**src/rtl/fault_locator.sv**
```systemverilog
// fault_locator: serial scan-response analyzer that recovers a single
// stuck-at fault (bit index + stuck value) from obs/exp bit streams.
// Ports: clk, rst (async, active-high), start, bit_valid/bit_ready,
//   obs_bit, exp_bit, last in; busy, done, fault_found, fault_idx,
//   fault_sa_value, multi_fault, consistency_err, mismatch_count,
//   pattern_count out.
// Optional: define FAULT_LOCATOR_CONSISTENCY_EN to build the seen0/seen1
//   history and drive consistency_err; otherwise consistency_err is 0.
module fault_locator #(
  parameter int WIDTH = 8,
  parameter int CNT_W = 16
) (
  input  logic                     clk,
  input  logic                     rst,
  input  logic                     start,
  input  logic                     bit_valid,
  output logic                     bit_ready,
  input  logic                     obs_bit,
  input  logic                     exp_bit,
  input  logic                     last,
  output logic                     busy,
  output logic                     done,
  output logic                     fault_found,
  output logic [$clog2(WIDTH)-1:0] fault_idx,
  output logic                     fault_sa_value,
  output logic                     multi_fault,
  output logic                     consistency_err,
  output logic [CNT_W-1:0]         mismatch_count,
  output logic [CNT_W-1:0]         pattern_count
);

  localparam int IW = $clog2(WIDTH);
  localparam logic [IW-1:0] LAST_POS = IW'(WIDTH - 1);

  typedef enum logic [1:0] {
    IDLE,
    SHIFT,
    DONE
  } state_t;

  state_t        state;
  logic [IW-1:0] bit_pos;
  logic          accept;
  logic          mis;
  logic          wrap;
  logic          finish;

  // start wins over a colliding bit
  assign accept = bit_valid && bit_ready && !start;
  assign mis    = accept && (obs_bit != exp_bit);
  assign wrap   = accept && (bit_pos == LAST_POS);
  assign finish = wrap && last;

  always_ff @(posedge clk or posedge rst) begin
    if (rst) begin
      state          <= IDLE;
      bit_ready      <= 1'b0;
      busy           <= 1'b0;
      done           <= 1'b0;
      bit_pos        <= '0;
      fault_found    <= 1'b0;
      fault_idx      <= '0;
      fault_sa_value <= 1'b0;
      multi_fault    <= 1'b0;
      mismatch_count <= '0;
      pattern_count  <= '0;
    end else if (start) begin
      state          <= SHIFT;
      bit_ready      <= 1'b1;
      busy           <= 1'b1;
      done           <= 1'b0;
      bit_pos        <= '0;
      fault_found    <= 1'b0;
      fault_idx      <= '0;
      fault_sa_value <= 1'b0;
      multi_fault    <= 1'b0;
      mismatch_count <= '0;
      pattern_count  <= '0;
    end else begin
      unique case (state)
        IDLE: begin
        end
        SHIFT: begin
          if (finish) begin
            state     <= DONE;
            bit_ready <= 1'b0;
            done      <= 1'b1;
          end
        end
        DONE: begin
          state <= IDLE;
          busy  <= 1'b0;
          done  <= 1'b0;
        end
        default: begin
          state     <= IDLE;
          bit_ready <= 1'b0;
          busy      <= 1'b0;
          done      <= 1'b0;
        end
      endcase

      if (accept) begin
        bit_pos <= wrap ? '0 : bit_pos + 1'b1;
        if (wrap && pattern_count != '1)
          pattern_count <= pattern_count + 1'b1;
      end

      if (mis) begin
        if (mismatch_count != '1)
          mismatch_count <= mismatch_count + 1'b1;
        // candidate is frozen after the first capture
        if (!fault_found) begin
          fault_found    <= 1'b1;
          fault_idx      <= bit_pos;
          fault_sa_value <= obs_bit;
        end else if (bit_pos != fault_idx ||
                     obs_bit != fault_sa_value) begin
          multi_fault <= 1'b1;
        end
      end
    end
  end

`ifdef FAULT_LOCATOR_CONSISTENCY_EN
  logic [WIDTH-1:0] seen0;
  logic [WIDTH-1:0] seen1;
  logic [WIDTH-1:0] seen0_nxt;
  logic [WIDTH-1:0] seen1_nxt;
  logic [WIDTH-1:0] pos_mask;
  logic             cand_found;
  logic [IW-1:0]    cand_idx;
  logic             cand_sa;

  // look-ahead values so the final bit is part of the check
  always_comb begin
    pos_mask = '0;
    if (accept)
      pos_mask[bit_pos] = 1'b1;
    seen0_nxt  = seen0 | (pos_mask & {WIDTH{~obs_bit}});
    seen1_nxt  = seen1 | (pos_mask & {WIDTH{obs_bit}});
    cand_found = fault_found | mis;
    cand_idx   = fault_found ? fault_idx : bit_pos;
    cand_sa    = fault_found ? fault_sa_value : obs_bit;
  end

  always_ff @(posedge clk or posedge rst) begin
    if (rst) begin
      seen0           <= '0;
      seen1           <= '0;
      consistency_err <= 1'b0;
    end else if (start) begin
      seen0           <= '0;
      seen1           <= '0;
      consistency_err <= 1'b0;
    end else begin
      if (accept) begin
        seen0 <= seen0_nxt;
        seen1 <= seen1_nxt;
      end
      // a stuck node can never show the opposite value
      if (finish)
        consistency_err <= cand_found &&
          (cand_sa ? seen0_nxt[cand_idx] : seen1_nxt[cand_idx]);
    end
  end
`else
  assign consistency_err = 1'b0;
`endif

endmodule

```
**config.mk**
```make
export PLATFORM = sky130hd
export DESIGN_NAME = fault_locator
export DESIGN_NICKNAME = d
export VERILOG_FILES = /design/src/rtl/fault_locator.sv
export SDC_FILE = /design/constraint.sdc
export NUM_CORES = 1
export LEC_CHECK = 0
export ABC_AREA = 1
export CORE_UTILIZATION = 37
export DETAILED_ROUTE_END_ITERATION = 10
export HOLD_SLACK_MARGIN = 0.08
export PLACE_DENSITY = 0.65
export SYNTH_ARGS = -nofsm -noshare
export SYNTH_HDL_FRONTEND = slang
export SYNTH_SLANG_ARGS = --single-unit
```
**constraint.sdc**
```tcl
create_clock -name clk -period 1.7 [get_ports clk]
set_input_delay 0.51 -clock clk [delete_from_list [all_inputs] [get_ports clk]]
set_output_delay 0.51 -clock clk [all_outputs]
set_load 0.005 [all_outputs]
```
==> results.py <==
metrics = {
    "floorplanning": {
        "start_util_pct": 38.6,
        "core_area_sq_mm": 0.00687,
        "ioPinCount": 49,
        "die_h_microns": 86.6,
        "rows": 30,
        "dieArea_sq_mm": 0.00750,
        "die_x_microns": 86.6,
    },
    "worst_hold_path": {
        "hold_class": "register to register",
    },
    "sta": {
        "final_hold_viol_count": 0,
        "slew_viol_final": 0,
        "setup_viol": 0,
        "layout_setup_ws_ps": 16.5,
        "fin_crit_sh_pct": 99.0,
        "fin_skew_ps": 7.60,
        "fmax_mhz": 594,
        "min_period_ps": 1680,
    },
    "drt": {
        "met3_length_microns": 248,
        "wire_per_inst_microns": 12.6,
        "via_count": 2724,
        "drt_wl_total_mm": 7.21,
        "highest_layer": "met4",
        "firstDrtPassIters": 4,
        "dr_wl_met2_mm": 3.69,
        "ant_nets": 0,
        "avgViaCountPerCell": 4.75,
        "wl_met1_mm": 3.20,
        "drt_iter0_markers": 79,
        "drc": 0,
    },
    "layout": {
        "nFillCells": 622,
        "syn_to_final_growth_pct": 50.4,
        "nets": 489,
        "drive_gt1_share_pct": 25.3,
        "stdcell_area_sq_mm": 0.00399,
        "antenna_cells": 0,
    },
    "cts": {
        "cts.clk_slew.worst_paths_ps": 90,
        "tritoncts": "done",
        "cts_max_level": 2,
        "clock-sinks": 45,
        "clk_latency_ps": 300,
        "clockBufferDepth": 2,
        "ctsRootBufferMaster": "clkbuf_8",
        "cts_buffers": 5,
    },
    "grt": {
        "antenna_found_initial": 0,
        "grt.total_usage_pct": 19.2,
        "grt_pass1_wl_mm": 11.3,
        "grt_pass1_vias": 2508,
        "grt_max_degree": 46,
        "overflow": 0,
    },
    "logic_synthesis": {
        "syn_area_per_cell_sq_um": 7.42,
        "synth_cell_types": 29,
        "syn_inst": 357,
        "ys_seq_area_share_pct": 42.5,
        "synth_warnings": 0,
        "ys_ff_latch": 45,
        "synth_fp_nets": 368,
        "syn_area_sq_mm": 0.00265,
    },
    "critical_path": {
        "worstPathRequired_ps": 1190,
        "cpLargestDelayFamily": "buffers and inverters",
        "crit_path_max_fanout": 2,
        "cp_cell_sequence": "clkdlybuf4s50_1",
        "cpPeakStageDelay_ps": 500,
        "end_kind": "output pin",
        "crit_arrival_ps": 1170,
        "cp-start-kind": "register",
        "critical_path.slowest_cell": "clkdlybuf4s50_1",
        "critPathBufInv": 1,
        "worstSetupPathType": "register to output pin",
    },
    "run_status": {
        "status": "completed",
    },
    "placed_design": {
        "dp_hpwl_mm": 4.55,
        "port_buffers": 47,
        "place_area_sq_mm": 0.00336,
        "place.gp.congestion": 0.822,
        "place_ws_ps": -310,
    },
    "pwr": {
        "power_density_mw_per_mm2": 510,
        "ir_worst_vdd_mv": 0.334,
        "leakagePower_nw": 2.31,
    },
    "job": {
        "maxCapViolCount": 0,
    },
}
## worst paths after layout
| kind | cells after the start | startpoint | slack, ps | endpoint |
|---|---|---|---|---|
| setup reg to reg | 10 | pattern_count[1]$_DFFE_PP0P_ | 80 | pattern_count[12]$_DFFE_PP0P_ |
| min in group asynchronous | 3 | rst | 550 | pattern_count[3]$_DFFE_PP0P_ |
| max in group asynchronous | 3 | rst | 910 | mismatch_count[10]$_DFFE_PP0P_ |
| setup / recovery | 1 | multi_fault$_DFFE_PP0P_ | 20 | multi_fault |
| hold reg to reg | 1 | state[0]$_DFFE_PP0P_ | 460 | bit_ready$_DFFE_PP0P_ |
| hold / removal | 1 | state[0]$_DFFE_PP0P_ | 460 | bit_ready$_DFFE_PP0P_ |
## cells by family (layout without fill, tap and decap cells)
family / Yosys count / count (layout) / synth area share [%]
AO/OA/AOI/OAI: 24 / 24 / 5.48
XOR/XNOR: 15 / 15 / 4.96
adder cells (fa/ha/maj): 4 / 4 / 1.89
buffers and inverters: 37 / 156 / 6.51
flip-flops: 45 / 45 / 42.5
other: 1 / 1 / 0.142
AND/OR/NAND/NOR: 231 / 233 / 38.5
## flip-flops by register name, summed over array words and instances (netlist names)
signal	flops
mismatch_count	16
pattern_count	16
bit_pos	3
fault_idx	3
state	2
bit_ready	1
busy	1
fault_found	1
fault_sa_value	1
multi_fault	1
## layout by cell type (no fill, tap or decap), types with 2 or more instances in the layout
| master | n |
|---|---|
| inv_1 | 25 |
| dlymetal6s2s_1 | 20 |
| nand4_1 | 15 |
| nand2_2 | 8 |
| o21ai_0 | 12 |
| xor2_1 | 7 |
| nor2_1 | 33 |
| buf_6 | 5 |
| o21ai_1 | 2 |
| o21bai_1 | 3 |
| buf_4 | 66 |
| dlygate4sd2_1 | 11 |
| o31ai_1 | 2 |
| ha_1 | 2 |
| nand2_1 | 133 |
| nor2_4 | 6 |
| ha_2 | 2 |
| dfrtp_1 | 38 |
| dfrtp_2 | 7 |
| inv_4 | 2 |
| nor2_2 | 3 |
| xnor2_1 | 8 |
| or2_2 | 3 |
| nand3_1 | 21 |
| a21oi_1 | 3 |
| nand2_4 | 7 |
| clkdlybuf4s50_1 | 16 |
| clkbuf_8 | 6 |
## metal layers
layer | vias to the layer above | global-route usage [%]
met5 | - | 0
met1 | 1293 | 23.7
met2 | 51 | 34.4
met3 | 9 | 3.24
met4 | 0 | 5.45
li1 | 1371 | -
## cell usage after synthesis (all sizes together)
library cell / instances / area share (%)
a21oi: 3 / 0.57
a31oi: 1 / 0.24
buf: 8 / 2.4
conb: 1 / 0.14
dfrtp: 45 / 42
ha: 4 / 1.9
inv: 29 / 4.1
nand2: 146 / 21
nand3: 21 / 4.0
nand3b: 1 / 0.28
nand4: 15 / 3.5
nor2: 43 / 8.2
nor3: 2 / 0.57
o21ai: 15 / 3.3
o21bai: 3 / 0.85
o31ai: 2 / 0.57
or2: 3 / 0.71
xnor2: 8 / 2.6
xor2: 7 / 2.3
## area by class of cell
cell class	count	area [sq um]	area share, %
Clock buffer	7	86.3	2.17
Inverter	29	119	2.98
Multi-Input combinational cell	277	1440	36.1
Sequential cell	45	1130	28.5
Tap cell	96	120	3.01
Timing Repair Buffer	119	1080	27.1
Timing Repair inverter	1	6.26	0.157
## metrics by stage
stage	std cells	power, mW	util [%]	TNS [ps]	hold WS (ps)
floorplan	357	1.22	-	0	435
global route	574	2.11	58.0	-36.3	513
detailed placement	515	1.31	48.9	-10090	454
CTS	561	2.02	54.5	0	466
finish	574	2.03	58.0	0	458
global placement	515	1.31	48.9	-9050	446
## what timing repair did
item / in CTS / in global routing
resized for setup: 20 / 52
pin swaps: 0 / 11
buffers inserted: 39 / 10
hold endpoints to repair: 0 / 0
setup endpoints to repair: 45 / 56
gates cloned: 0 / 3
hold buffers: 0 / 0
## power by group
| group | total (mW) | switching [mW] | internal (mW) | leakage, nW |
|---|---|---|---|---|
| clock network | 0.695 | 0.371 | 0.324 | 0.0443 |
| registers | 1.10 | 0.0100 | 1.09 | 0.603 |
| logic | 0.239 | 0.131 | 0.108 | 1.66 |
| total | 2.03 | 0.512 | 1.52 | 2.31 |
(Power assumes the default switching activity.)
